File: config.mk
export PLATFORM = sky130hd
export DESIGN_NAME = exe_stage_flat
export DESIGN_NICKNAME = d
export VERILOG_FILES = /design/src/rtl/exe_stage_pkg.sv /design/src/rtl/exe_stage_if.sv /design/src/rtl/alu.sv /design/src/rtl/es_divider.sv /design/src/rtl/exe_stage.sv /design/src/flat_wrapper.sv
export SDC_FILE = /design/constraint.sdc
export NUM_CORES = 1
export LEC_CHECK = 0
export ABC_AREA = 0
export BUFFER_PORTS_ARGS = -buffer_cell sky130_fd_sc_hd__buf_2
export CAP_MARGIN = 20
export CORE_UTILIZATION = 55
export DETAILED_ROUTE_END_ITERATION = 8
export PLACE_DENSITY = 0.76
export SLEW_MARGIN = 20
export SYNTH_ARGS = -nofsm -noshare
export SYNTH_HDL_FRONTEND = slang
export SYNTH_SLANG_ARGS = --single-unit
File: constraint.sdc
create_clock -name clk -period 13.5 [get_ports clk]
set_clock_uncertainty 0.2 [all_clocks]
set_input_delay 2.025 -clock clk [delete_from_list [all_inputs] [get_ports clk]]
set_output_delay 2.025 -clock clk [all_outputs]
set_load 0.01 [all_outputs]
File: src/rtl/exe_stage_pkg.sv
// Shared definitions for the execute stage: bus widths, decode payload
// field offsets, div_op bit meanings and divider state encodings.
package exe_stage_pkg;

    localparam int DS_ES_W  = 151;
    localparam int ES_MS_W  = 71;
    localparam int ES_FWD_W = 39;

    // ds_es_bus field offsets (LSB of each field)
    localparam int DS_PC_LSB     = 119;
    localparam int DS_ALU_OP_LSB = 107;
    localparam int DS_SRC1_LSB   = 75;
    localparam int DS_SRC2_LSB   = 43;
    localparam int DS_RKD_LSB    = 11;
    localparam int DS_GR_WE      = 10;
    localparam int DS_DEST_LSB   = 5;
    localparam int DS_MEM_WE     = 4;
    localparam int DS_RES_MEM    = 3;
    localparam int DS_DIV_OP_LSB = 0;

    // div_op bit indices
    localparam int DIV_OP_EN     = 2;
    localparam int DIV_OP_SIGNED = 1;
    localparam int DIV_OP_MOD    = 0;

    typedef enum logic [1:0] {
        DIV_IDLE = 2'd0,
        DIV_BUSY = 2'd1,
        DIV_FIX  = 2'd2
    } div_state_e;

    // Two's-complement magnitude when the operand is treated as signed.
    function automatic logic [31:0] abs32(input logic [31:0] v, input logic is_signed);
        return (is_signed && v[31]) ? (~v + 32'd1) : v;
    endfunction

endpackage

File: src/rtl/exe_stage_if.sv
// Pipeline-facing signals of the execute stage: decode handshake, memory
// stage handshake, forwarding bus and the data SRAM request.
interface exe_stage_if;
    import exe_stage_pkg::*;

    logic                ds_to_es_valid;
    logic                es_allow_in;
    logic [DS_ES_W-1:0]  ds_es_bus;
    logic                ms_allow_in;
    logic                es_to_ms_valid;
    logic [ES_MS_W-1:0]  es_ms_bus;
    logic [ES_FWD_W-1:0] es_fwd_bus;
    logic                data_sram_en;
    logic [3:0]          data_sram_we;
    logic [31:0]         data_sram_addr;
    logic [31:0]         data_sram_wdata;

    // Environment side (decode, memory stage, SRAM)
    modport master (
        output ds_to_es_valid, ds_es_bus, ms_allow_in,
        input  es_allow_in, es_to_ms_valid, es_ms_bus, es_fwd_bus,
        input  data_sram_en, data_sram_we, data_sram_addr, data_sram_wdata
    );

    // Execute stage side
    modport slave (
        input  ds_to_es_valid, ds_es_bus, ms_allow_in,
        output es_allow_in, es_to_ms_valid, es_ms_bus, es_fwd_bus,
        output data_sram_en, data_sram_we, data_sram_addr, data_sram_wdata
    );

endinterface

File: src/rtl/alu.sv
// Shared combinational ALU. alu_op is one-hot:
// 0 add, 1 sub, 2 slt, 3 sltu, 4 and, 5 nor, 6 or, 7 xor,
// 8 sll, 9 srl, 10 sra, 11 lui (passes src2, already shifted by decode).
module alu (
    input  logic [11:0] alu_op,
    input  logic [31:0] alu_src1,
    input  logic [31:0] alu_src2,
    output logic [31:0] alu_result
);

    // OR together the results of every selected operation
    always_comb begin
        alu_result = 32'd0;
        if (alu_op[0])  alu_result |= alu_src1 + alu_src2;
        if (alu_op[1])  alu_result |= alu_src1 - alu_src2;
        if (alu_op[2])  alu_result |= {31'd0, $signed(alu_src1) < $signed(alu_src2)};
        if (alu_op[3])  alu_result |= {31'd0, alu_src1 < alu_src2};
        if (alu_op[4])  alu_result |= alu_src1 & alu_src2;
        if (alu_op[5])  alu_result |= ~(alu_src1 | alu_src2);
        if (alu_op[6])  alu_result |= alu_src1 | alu_src2;
        if (alu_op[7])  alu_result |= alu_src1 ^ alu_src2;
        if (alu_op[8])  alu_result |= alu_src1 << alu_src2[4:0];
        if (alu_op[9])  alu_result |= alu_src1 >> alu_src2[4:0];
        if (alu_op[10]) alu_result |= $unsigned($signed(alu_src1) >>> alu_src2[4:0]);
        if (alu_op[11]) alu_result |= alu_src2;
    end

endmodule

File: src/rtl/es_divider.sv
// Iterative restoring divider for div/mod instructions.
//
//  state    | meaning
//  ---------+---------------------------------------------------------
//  DIV_IDLE | waiting for a divide; operands latched as magnitudes on start
//  DIV_BUSY | one restoring iteration per cycle, DIV_CYCLES iterations
//  DIV_FIX  | apply signs / divide-by-zero result, register it, raise done
module es_divider
    import exe_stage_pkg::*;
#(
    parameter int DIV_CYCLES = 32
) (
    input  logic        clk,
    input  logic        reset,
    input  logic        start,
    input  logic        is_signed,
    input  logic        op_mod,
    input  logic [31:0] a,
    input  logic [31:0] b,
    input  logic        clear,
    output logic        done,
    output logic [31:0] result
);

    div_state_e  state_q, state_d;
    logic [5:0]  cnt;
    logic [31:0] rem, quo, div_mag;
    logic        neg_q, neg_r, b_zero, mod_q;

    logic [32:0] shifted;
    logic        fits;
    logic [31:0] diff;
    logic [31:0] q_fix, r_fix;

    // Trial subtraction: shift in the next dividend bit and compare
    assign shifted = {rem, quo[31]};
    assign fits    = shifted >= {1'b0, div_mag};
    assign diff    = shifted[31:0] - div_mag;

    // Divide by zero returns all-ones quotient; remainder restores to the dividend
    assign q_fix = b_zero ? 32'hFFFF_FFFF : (neg_q ? (~quo + 32'd1) : quo);
    assign r_fix = neg_r ? (~rem + 32'd1) : rem;

    // State register
    always_ff @(posedge clk or posedge reset) begin
        if (reset) state_q <= DIV_IDLE;
        else       state_q <= state_d;
    end

    // Next-state logic
    always_comb begin
        state_d = state_q;
        case (state_q)
            DIV_IDLE: if (start && !done) state_d = DIV_BUSY;
            DIV_BUSY: if (cnt == 6'(DIV_CYCLES - 1)) state_d = DIV_FIX;
            DIV_FIX:  state_d = DIV_IDLE;
            default:  state_d = DIV_IDLE;
        endcase
    end

    // Datapath: operand capture, iteration, sign fix-up and done flag
    always_ff @(posedge clk or posedge reset) begin
        if (reset) begin
            cnt     <= 6'd0;
            rem     <= 32'd0;
            quo     <= 32'd0;
            div_mag <= 32'd0;
            neg_q   <= 1'b0;
            neg_r   <= 1'b0;
            b_zero  <= 1'b0;
            mod_q   <= 1'b0;
            result  <= 32'd0;
            done    <= 1'b0;
        end else begin
            case (state_q)
                DIV_IDLE: begin
                    if (start && !done) begin
                        cnt     <= 6'd0;
                        rem     <= 32'd0;
                        quo     <= abs32(a, is_signed);
                        div_mag <= abs32(b, is_signed);
                        neg_q   <= is_signed && (a[31] ^ b[31]);
                        neg_r   <= is_signed && a[31];
                        b_zero  <= (b == 32'd0);
                        mod_q   <= op_mod;
                    end
                end
                DIV_BUSY: begin
                    rem <= fits ? diff : shifted[31:0];
                    quo <= {quo[30:0], fits};
                    cnt <= cnt + 6'd1;
                end
                DIV_FIX: begin
                    result <= mod_q ? r_fix : q_fix;
                    done   <= 1'b1;
                end
                default: ;
            endcase
            if (clear) done <= 1'b0;
        end
    end

endmodule

File: src/rtl/exe_stage.sv
// Execute stage: latches the decode payload, computes the ALU or divider
// result, issues the data SRAM request on transfer and drives the
// memory-stage and forwarding buses.
module exe_stage
    import exe_stage_pkg::*;
#(
    parameter int DIV_CYCLES = 32
) (
    input  logic        clk,
    input  logic        reset,
    exe_stage_if.slave  pipe
);

    logic               es_valid;
    logic [DS_ES_W-1:0] payload;

    logic [31:0] pc, src1, src2, rkd_value, alu_result, div_result, result;
    logic [11:0] alu_op;
    logic [4:0]  dest;
    logic [2:0]  div_op;
    logic        gr_we, mem_we, res_from_mem;
    logic        div_done, es_ready_go, es_xfer;

    assign pc           = payload[DS_PC_LSB +: 32];
    assign alu_op       = payload[DS_ALU_OP_LSB +: 12];
    assign src1         = payload[DS_SRC1_LSB +: 32];
    assign src2         = payload[DS_SRC2_LSB +: 32];
    assign rkd_value    = payload[DS_RKD_LSB +: 32];
    assign gr_we        = payload[DS_GR_WE];
    assign dest         = payload[DS_DEST_LSB +: 5];
    assign mem_we       = payload[DS_MEM_WE];
    assign res_from_mem = payload[DS_RES_MEM];
    assign div_op       = payload[DS_DIV_OP_LSB +: 3];

    assign es_ready_go         = !div_op[DIV_OP_EN] || div_done;
    assign pipe.es_allow_in    = !es_valid || (es_ready_go && pipe.ms_allow_in);
    assign pipe.es_to_ms_valid = es_valid && es_ready_go;
    assign es_xfer             = es_valid && es_ready_go && pipe.ms_allow_in;

    // Valid bit advances whenever the stage can accept
    always_ff @(posedge clk or posedge reset) begin
        if (reset)                 es_valid <= 1'b0;
        else if (pipe.es_allow_in) es_valid <= pipe.ds_to_es_valid;
    end

    // Payload captured only for an accepted instruction
    always_ff @(posedge clk or posedge reset) begin
        if (reset)                                         payload <= '0;
        else if (pipe.ds_to_es_valid && pipe.es_allow_in)  payload <= pipe.ds_es_bus;
    end

    alu u_alu (
        .alu_op     (alu_op),
        .alu_src1   (src1),
        .alu_src2   (src2),
        .alu_result (alu_result)
    );

    es_divider #(.DIV_CYCLES(DIV_CYCLES)) u_div (
        .clk       (clk),
        .reset     (reset),
        .start     (es_valid && div_op[DIV_OP_EN]),
        .is_signed (div_op[DIV_OP_SIGNED]),
        .op_mod    (div_op[DIV_OP_MOD]),
        .a         (src1),
        .b         (src2),
        .clear     (es_xfer),
        .done      (div_done),
        .result    (div_result)
    );

    assign result = div_op[DIV_OP_EN] ? div_result : alu_result;

    assign pipe.es_ms_bus  = {pc, gr_we, dest, result, res_from_mem};
    // Forwarded result is only final once es_ready_go is high; decode gates on that
    assign pipe.es_fwd_bus = {es_valid && gr_we, es_valid && res_from_mem, dest, result};

    // Single SRAM request, issued in the transfer cycle only
    assign pipe.data_sram_en    = es_xfer && (mem_we || res_from_mem);
    assign pipe.data_sram_we    = (pipe.data_sram_en && mem_we) ? 4'hF : 4'h0;
    assign pipe.data_sram_addr  = alu_result;
    assign pipe.data_sram_wdata = rkd_value;

endmodule

File: src/flat_wrapper.sv
// flat-port wrapper written by rule: the top's interface ports become plain ports
module exe_stage_flat import exe_stage_pkg::*;
#(
    parameter int DIV_CYCLES = 32
)
  (clk, reset, pipe_ds_to_es_valid, pipe_ds_es_bus, pipe_ms_allow_in, pipe_es_allow_in, pipe_es_to_ms_valid, pipe_es_ms_bus, pipe_es_fwd_bus, pipe_data_sram_en, pipe_data_sram_we, pipe_data_sram_addr, pipe_data_sram_wdata);
  exe_stage_if pipe_i ();
  input  logic clk;
  input  logic reset;
  input wire logic [$bits(pipe_i.ds_to_es_valid)-1:0] pipe_ds_to_es_valid;
  input wire logic [$bits(pipe_i.ds_es_bus)-1:0] pipe_ds_es_bus;
  input wire logic [$bits(pipe_i.ms_allow_in)-1:0] pipe_ms_allow_in;
  output wire logic [$bits(pipe_i.es_allow_in)-1:0] pipe_es_allow_in;
  output wire logic [$bits(pipe_i.es_to_ms_valid)-1:0] pipe_es_to_ms_valid;
  output wire logic [$bits(pipe_i.es_ms_bus)-1:0] pipe_es_ms_bus;
  output wire logic [$bits(pipe_i.es_fwd_bus)-1:0] pipe_es_fwd_bus;
  output wire logic [$bits(pipe_i.data_sram_en)-1:0] pipe_data_sram_en;
  output wire logic [$bits(pipe_i.data_sram_we)-1:0] pipe_data_sram_we;
  output wire logic [$bits(pipe_i.data_sram_addr)-1:0] pipe_data_sram_addr;
  output wire logic [$bits(pipe_i.data_sram_wdata)-1:0] pipe_data_sram_wdata;
  assign pipe_i.ds_to_es_valid = pipe_ds_to_es_valid;
  assign pipe_i.ds_es_bus = pipe_ds_es_bus;
  assign pipe_i.ms_allow_in = pipe_ms_allow_in;
  assign pipe_es_allow_in = pipe_i.es_allow_in;
  assign pipe_es_to_ms_valid = pipe_i.es_to_ms_valid;
  assign pipe_es_ms_bus = pipe_i.es_ms_bus;
  assign pipe_es_fwd_bus = pipe_i.es_fwd_bus;
  assign pipe_data_sram_en = pipe_i.data_sram_en;
  assign pipe_data_sram_we = pipe_i.data_sram_we;
  assign pipe_data_sram_addr = pipe_i.data_sram_addr;
  assign pipe_data_sram_wdata = pipe_i.data_sram_wdata;
  exe_stage #(.DIV_CYCLES(DIV_CYCLES)) u_core (.clk(clk), .reset(reset), .pipe(pipe_i));
endmodule
==> metrics list, run 1 <==
* Result of the run: complete, no violations
* Grt met2 use: 64.1%
- EDFF count, synth: 0
* Global routing usage on met3: 8.07%
* Post-DRT Antenna Nets: 0
- Number of pins with negative max-slew slack in the final report: 0
- STA classifies the critical path startpoint as a register.
- TritonCTS clock tree: yes
- Global routing consumed, on the met1 layer, 55.6% of the routing resources.
* Number of buffers inserted by post-CTS setup repair: 0
* Library cell used as clock root buffer: clkbuf_16
- For the worst-skew pair, the clock arrives at the later sink with an insertion delay of 0.56 ns.
- For this block, the via count after detailed routing is 25.3k.
- After global routing, the most crowded layer is met2.
- Setup violations remaining at the end of the flow were counted as 0.
- Global routing finished with a remaining overflow of 0.
- The tool flagged a number of max-cap violations equal to 0.
- Warnings from Yosys: 0
- The via count of the first global-routing pass is 24.1k.
- After legalization and detailed placement, the total HPWL measured 75900 um.
- Synthesis inferred 293 register bits.
- Of the available clock period, the critical path in the final layout requires 63.6%.
- STA puts the critical path data arrival time at 6.36 ns.
- Clock tree synthesis inserted a total of 35 buffers.
- In the final layout, the share of cells above drive strength 1 is 22.8%.
- For this run, design rule violations remaining after detail routing come to 0.
- The worst setup path is of the reg2out kind.
- Measured against its own limit, the worst slew margin works out to 24.8%.
- Entering global routing, the biggest net connects 116 pins.
* Die span in x: 219 um
- In this design, the stage delay of the slowest critical-path cell is 0.64 ns.
- Die area: 47700 sq um
- Leading cell type in the layout, fill and taps excluded: buf_2
- Post-Synthesis Net Count: 3278
* Most used DFF post-synth: dfrtp_1
- After clock tree synthesis, the clock-pin slew on the worst setup and hold paths is 0.06 ns.
- Worst-path cell chain: buf_4 -> inv_1 -> buf_4 -> ha_1 -> o21ba_2 -> nor4_1 -> o311ai_1 -> a211o_1 -> o311a_1 -> o31ai_1 -> a21oi_1 -> o21ai_0 -> nand2_1 -> mux2_2 -> buf_2
- Share of Yosys cell area claimed by the top area cell type: 28.4%
* Synth area leader: dfrtp_1
* Category of the worst setup path capture point: output port
- Number of buffers inserted by port buffering: 335
- Number of instances in the synthesized netlist: 2986
- Via density per instance: 6.82
* Least setup slack across all paths after layout: 4.92 ns
- Cell Rows: 78
- Crit path time final: 8.58 ns
- Number of antenna violations at the first check in global routing: 3
* Biggest area contributors in the synthesized netlist: dfrtp_1, mux2_2, ha_1, o21ai_0, mux2i_1
- Initial cell density of the core: 56.3%
- For this design the top-level I/O count stands at 336.
* Final sum of negative setup slack: 0 ns
* Cell occurring most often along the worst timing path: buf_4
- Master of the slowest instance on the critical path: buf_4
- Iteration count of the initial detailed-routing pass: 9
* Total track usage: 42.3%
* Average wire per standard cell: 27.7 um
- The first routing iteration left 3036 violations.
* Post-synthesis cell area: 25800 sq um
- STA puts the critical path data required time at 11.27 ns.
- Worst-margin pin slew: 1.12 ns
* Wire length of the first global-routing pass: 152000 um
- Setup repair after global routing left no endpoint under its margin.
- At the end of routability-driven placement, the weighted congestion stood at 1.02.
- The number of hold buffers added after CTS was 0.
- In this run the worst path has a maximum fanout of 72.
* Total number of nets in the final design: 3367
- Sequential cells were found to cover 28.4% of the synthesized design area.
- Mean post-synth cell area: 8.63 sq um
- Timing analysis after detailed placement gives a worst setup slack of 5.67 ns.
- Share of async-settable or async-resettable flops after synthesis: 100%
- Overall routed net length: 102000 um
- Measured along the y axis, the die boundary spans 219 um.
- After clock tree synthesis, the repair step resized 0 gates.
- Area of the core region: 45800 sq um
* TritonCTS sink count: 293
- Commonest cells after routing, fill and taps aside: buf_2, dfrtp_1, o21ai_0
- In this run, distinct cell masters in the synthesized netlist total 80.
- Number of buffers on the longest clock path: 3
- For this run, the number of standard cells in the final layout without fillers is 3703.
* Count of endpoints failing hold in the final timing report: 0
- The number of placed instances, taps included, is 3638.
- The worst hold path belongs to the class reg2reg.
- Based on the critical path, the design can be clocked at up to 117 MHz.
- Relative to the synthesized area, the layout overhead comes to 9.14%.
* Deepest level of the CTS H-tree: 2
## logic make-up (layout without fill, tap and decap cells)
logic type	Yosys count	count (layout)	share of synthesized area [%]
AOI/OAI and AO/OA	901	901	23.2
and+or+nand+nor	664	664	11.9
buffers and inverters	487	603	8.77
muxes	337	337	15.3
DFF	293	293	28.4
xor gates and xnor gates	167	167	5.67
adders and majority gates	137	137	6.74
other	0	1	0
## per-layer routing
| metal | share of wire (%) | up-vias |
|---|---|---|
| met2 | 43 | 1638 |
| li1 | - | 11000 |
| met3 | 10 | 328 |
| met4 | 7.1 | 4 |
| met5 | 0.044 | - |
| met1 | 39 | 12300 |
## sequential cells by signal, indices dropped and copies added, names as in the netlist, 2 cells and up
| register | count |
|---|---|
| u_core.u_div.result | 32 |
| u_core.u_div.rem | 32 |
| u_core.u_div.quo | 32 |
| u_core.u_div.state_q | 2 |
| u_core.u_div.div_mag | 32 |
| u_core.payload | 151 |
| u_core.u_div.cnt | 6 |
## through the flow
step                      util [%]  hold WS [ns]  cell area (sq um)
after floorplan                  -         0.233              25800
after CTS                     61.4         0.275              28100
final                         61.5         0.275              28100
after global placement        58.8         0.246              26900
after detailed placement      58.9         0.258              26900
after global routing          61.5         0.297              28100
## critical path: cells and delay by family (launching register included)
| family | cells | cell delay, ns |
|---|---|---|
| adder cells (fa/ha/maj) | 1 | 0.50 |
| multiplexers | 1 | 0.33 |
| buffers and inverters | 4 | 1.21 |
| AND/OR/NAND/NOR | 2 | 0.57 |
| flip-flops | 1 | 0.34 |
| AO/OA/AOI/OAI | 7 | 2.82 |
## final timing paths
kind                                         from                  endpoint  slack (ns)  cells past startpoint
setup / recovery               u_core.payload[45]        pipe_es_fwd_bus[0]        4.92                     15
hold / removal             u_core.u_div.result[2]    u_core.u_div.result[2]        0.28                      1
setup reg to reg               u_core.payload[45]  u_core.u_div.div_mag[27]        7.86                     10
hold reg to reg            u_core.u_div.result[2]    u_core.u_div.result[2]        0.28                      1
max in group asynchronous                   reset        u_core.payload[61]        9.74                      4
min in group asynchronous                   reset       u_core.payload[149]        1.43                      2
## final cells by class
class,instances,area [sq um]
Fill cell,3966,17600
Multi-Input combinational cell,2206,16200
Sequential cell,293,7340
Timing Repair Buffer,382,2030
Clock buffer,46,967
Tap cell,600,751
Inverter,157,597
Clock inverter,18,218
Antenna cell,1,2.50
## synthesized netlist by cell type, types with 17 or more instances
library cell	n
buf_4	112
nor4_1	21
mux4_2	25
o21bai_1	22
xnor2_1	110
and2_1	18
mux2_2	200
a222oi_1	27
clkbuf_1	173
a22oi_1	37
buf_1	34
nand2b_1	24
nor2_1	165
dfrtp_1	293
nor3_1	34
o21ai_0	256
a221oi_1	52
a211oi_1	25
a21o_1	56
nand2_1	234
o211ai_1	28
nand3_1	76
a21oi_1	177
ha_1	134
inv_1	155
xor2_1	57
o31ai_1	30
mux2i_1	112
a31oi_1	31
nand4_1	17
Power of run 1 is not shown: default switching activity piles up to over one toggle a cycle in this logic, so the estimate is an artifact.
==> inputs of run 2 (changes only) <==
==> constraint.sdc (replaced) <==
create_clock -name clk -period 8.6 [get_ports clk]
set_clock_uncertainty 0.2 [all_clocks]
set_input_delay 1.29 -clock clk [delete_from_list [all_inputs] [get_ports clk]]
set_output_delay 1.29 -clock clk [all_outputs]
set_load 0.01 [all_outputs]
==> run 2 against run 1 <==
Final area down 0.33%. Critical path depth down 2. Sequential share of layout area up 0.087 points. Global-route usage down 0.25 points. Die area unchanged. Wire length down 0.25%. Worst setup slack worse by 3.8 ns. Highest routed layer is now met4.
==> metrics list, run 2 (synthesis results as in run 1) <==
* Average wire per standard cell: 27.6 um (-0.14%)
* Setup repair after global routing missed its margin: false
* Clock insertion delay at the later pin of the skew report: 0.56 ns (about the same)
- Worst Reg2Reg Path Length in Cells: 12 (+2)
* Worst slew slack as a fraction of its limit: 22.9% (-1.9 points)
* Number of buffers inserted for hold repair after clock tree synthesis: 0 (unchanged)
* Data arrival time of the critical path: 6.03 ns (-0.33 ns)
- R2R setup slack: 3.75 ns (-4.11 ns)
* Multi-input combinational cell area: 16200 sq um (about the same)
* Area of the core region: 45800 sq um (unchanged)
- HPWL Detailed: 76900 um (+1.3%)
- The max-slew violation total from the final report was 0 (unchanged).
* Post-DRT Antenna Nets: 0 (unchanged)
- Worst-margin pin slew: 1.14 ns (+0.0280 ns)
- Clock tree synthesis selected as its root buffer the cell clkbuf_16.
* Number of remaining DRC errors: 0 (unchanged)
- The number of filler instances in the final layout came to 3954 (-0.30%).
* Flip-flop and latch area: 7340 sq um (unchanged)
- The total count of hold-check failures in the final report was 0 (unchanged).
- The post-cts resize count is 0 (unchanged).
- Weighted congestion at the end of routability-driven global placement: 1.04 (+2.0%)
- The total number of clock tree sinks is 293 (unchanged).
- Max reg flops: 151 (unchanged)
- TritonCTS clock tree: yes
* Overall via count from detail_route: 25.0k (-1.0%)
- Total track usage: 42.1% (-0.25 points)
* Via count of the first global-routing pass: 23.9k (-1.1%)
* Wire length of the first global-routing pass: 151000 um (-0.81%)
* Top-level port count: 336 (unchanged)
* Post-route fraction of the period consumed by the critical path: 87.5%
- In the layout the commonest cells are buf_2, dfrtp_1, o21ai_0.
* Result of the run: complete, no violations
- Number of buffers inserted by post-CTS setup repair: 0 (unchanged)
- Final sum of negative setup slack: 0 ns (unchanged)
* Required time at the worst-slack endpoint: 7.11 ns (-4.16 ns)
- The initial antenna violation count was 2 (-1).
* Via density per instance: 6.76 (-0.92%)
- Leading cell type in the layout, fill and taps excluded: buf_2
- The die boundary width is 219 um (unchanged).
* Crit path time final: 7.52 ns
* Startpoint of the most critical setup path: u_core.payload[44]
- The total grt overflow came to 0 (unchanged).
- The proportion of layout cells with a drive suffix above 1 came to 22.6% (-0.16 points).
- The total iterations of the first detailed-routing run was 6 (-3).
- Overall routed net length: 102000 um (-0.25%)
- The cell depth of the worst hold path is 1 (unchanged).
* CP Max Fanout: 59 (-18%)
* Initial detailed-routing violation count: 3084 (+1.6%)
- Vertical extent of the die: 219 um (unchanged)
* Highest achievable clock rate: 133 MHz
- Number of buffers inserted by port buffering: 335 (unchanged)
- By startpoint and endpoint, the worst setup path is classified as reg2out.
- The post-CTS clock slew at the launch and capture registers of the worst setup and hold paths is 0.06 ns (about the same).
- Maximum number of pins on one net before global-route repair: 116 (unchanged)
* Deepest level of the CTS H-tree: 2 (unchanged)
- Max-cap violation count: 0 (unchanged)
- In this run the most critical hold path is launched from u_core.u_div.result[1].
- The total CTS buffers came to 34 (-2.9%).
- The net total in the final layout came to 3368 (+0.030%).
- Initial cell density of the core: 56.3% (unchanged)
- Number of buffers on the longest clock path: 3 (unchanged)
- Reg with most FFs: u_core.payload
- Die area: 47700 sq um (unchanged)
- STA classifies the critical path endpoint as an output port.
- Cell Rows: 78 (unchanged)
* Class of the worst hold path: reg2reg
* Critical path startpoint category: register
- The startpoint identified for the worst register-to-register timing path is u_core.payload[45].
- Setup violations, final: 0 (unchanged)
* Area overhead of the layout relative to synthesis: 8.78%
run 2: area by class of cell:
class | count | area share [%]
Antenna cell | 1 | 0.00892
Clock buffer | 45 | 3.32
Clock inverter | 13 | 0.558
Inverter | 157 | 2.11
Multi-Input combinational cell | 2206 | 57.9
Sequential cell | 293 | 26.2
Tap cell | 600 | 2.68
Timing Repair Buffer | 384 | 7.29
run 2: critical path, cell delays in order (launching register included):
cell and delay (ns):
dfrtp_4 0.79, buf_4 0.70, fa_1 0.37, a211oi_1 0.14, o21ai_0 0.59, a41o_1 0.40, a21oi_1 0.11, o311ai_0 0.60
a21oi_1 0.32, o31ai_1 0.36, xnor2_1 0.11, o221ai_1 0.53, mux2_2 0.29, buf_2 0.13
run 2: metrics by stage:
step	hold slack (ns)	utilization, %	cell area, sq um	worst slack [ns]	instances
2_1_floorplan	0.233	-	25800	2.18	2986
3_3_place_gp	0.240	58.9	26900	2.11	3640
3_5_place_dp	0.264	58.9	26900	1.97	3640
4_1_cts	0.277	61.3	28000	1.34	3698
5_1_grt	0.298	61.3	28000	0.934	3698
6_report	0.273	61.3	28000	1.08	3699
run 2: worst paths after layout:
kind / endpoint
setup / recovery: pipe_es_ms_bus[29]
hold / removal: u_core.u_div.result[1]
setup reg to reg: u_core.u_div.div_mag[31]
hold reg to reg: u_core.u_div.result[1]
max in group asynchronous: u_core.u_div.rem[29]
min in group asynchronous: u_core.payload[44]
run 2: per-layer routing:
metal	track usage, %	vias to the layer above	part of all wire, %
li1	-	11000	-
met4	25.0	0	6.8
met5	0	-	0
met1	55.9	12300	41
met2	64.1	1514	44
met3	7.29	277	8.7
Power of run 2 is left out for the same reason.
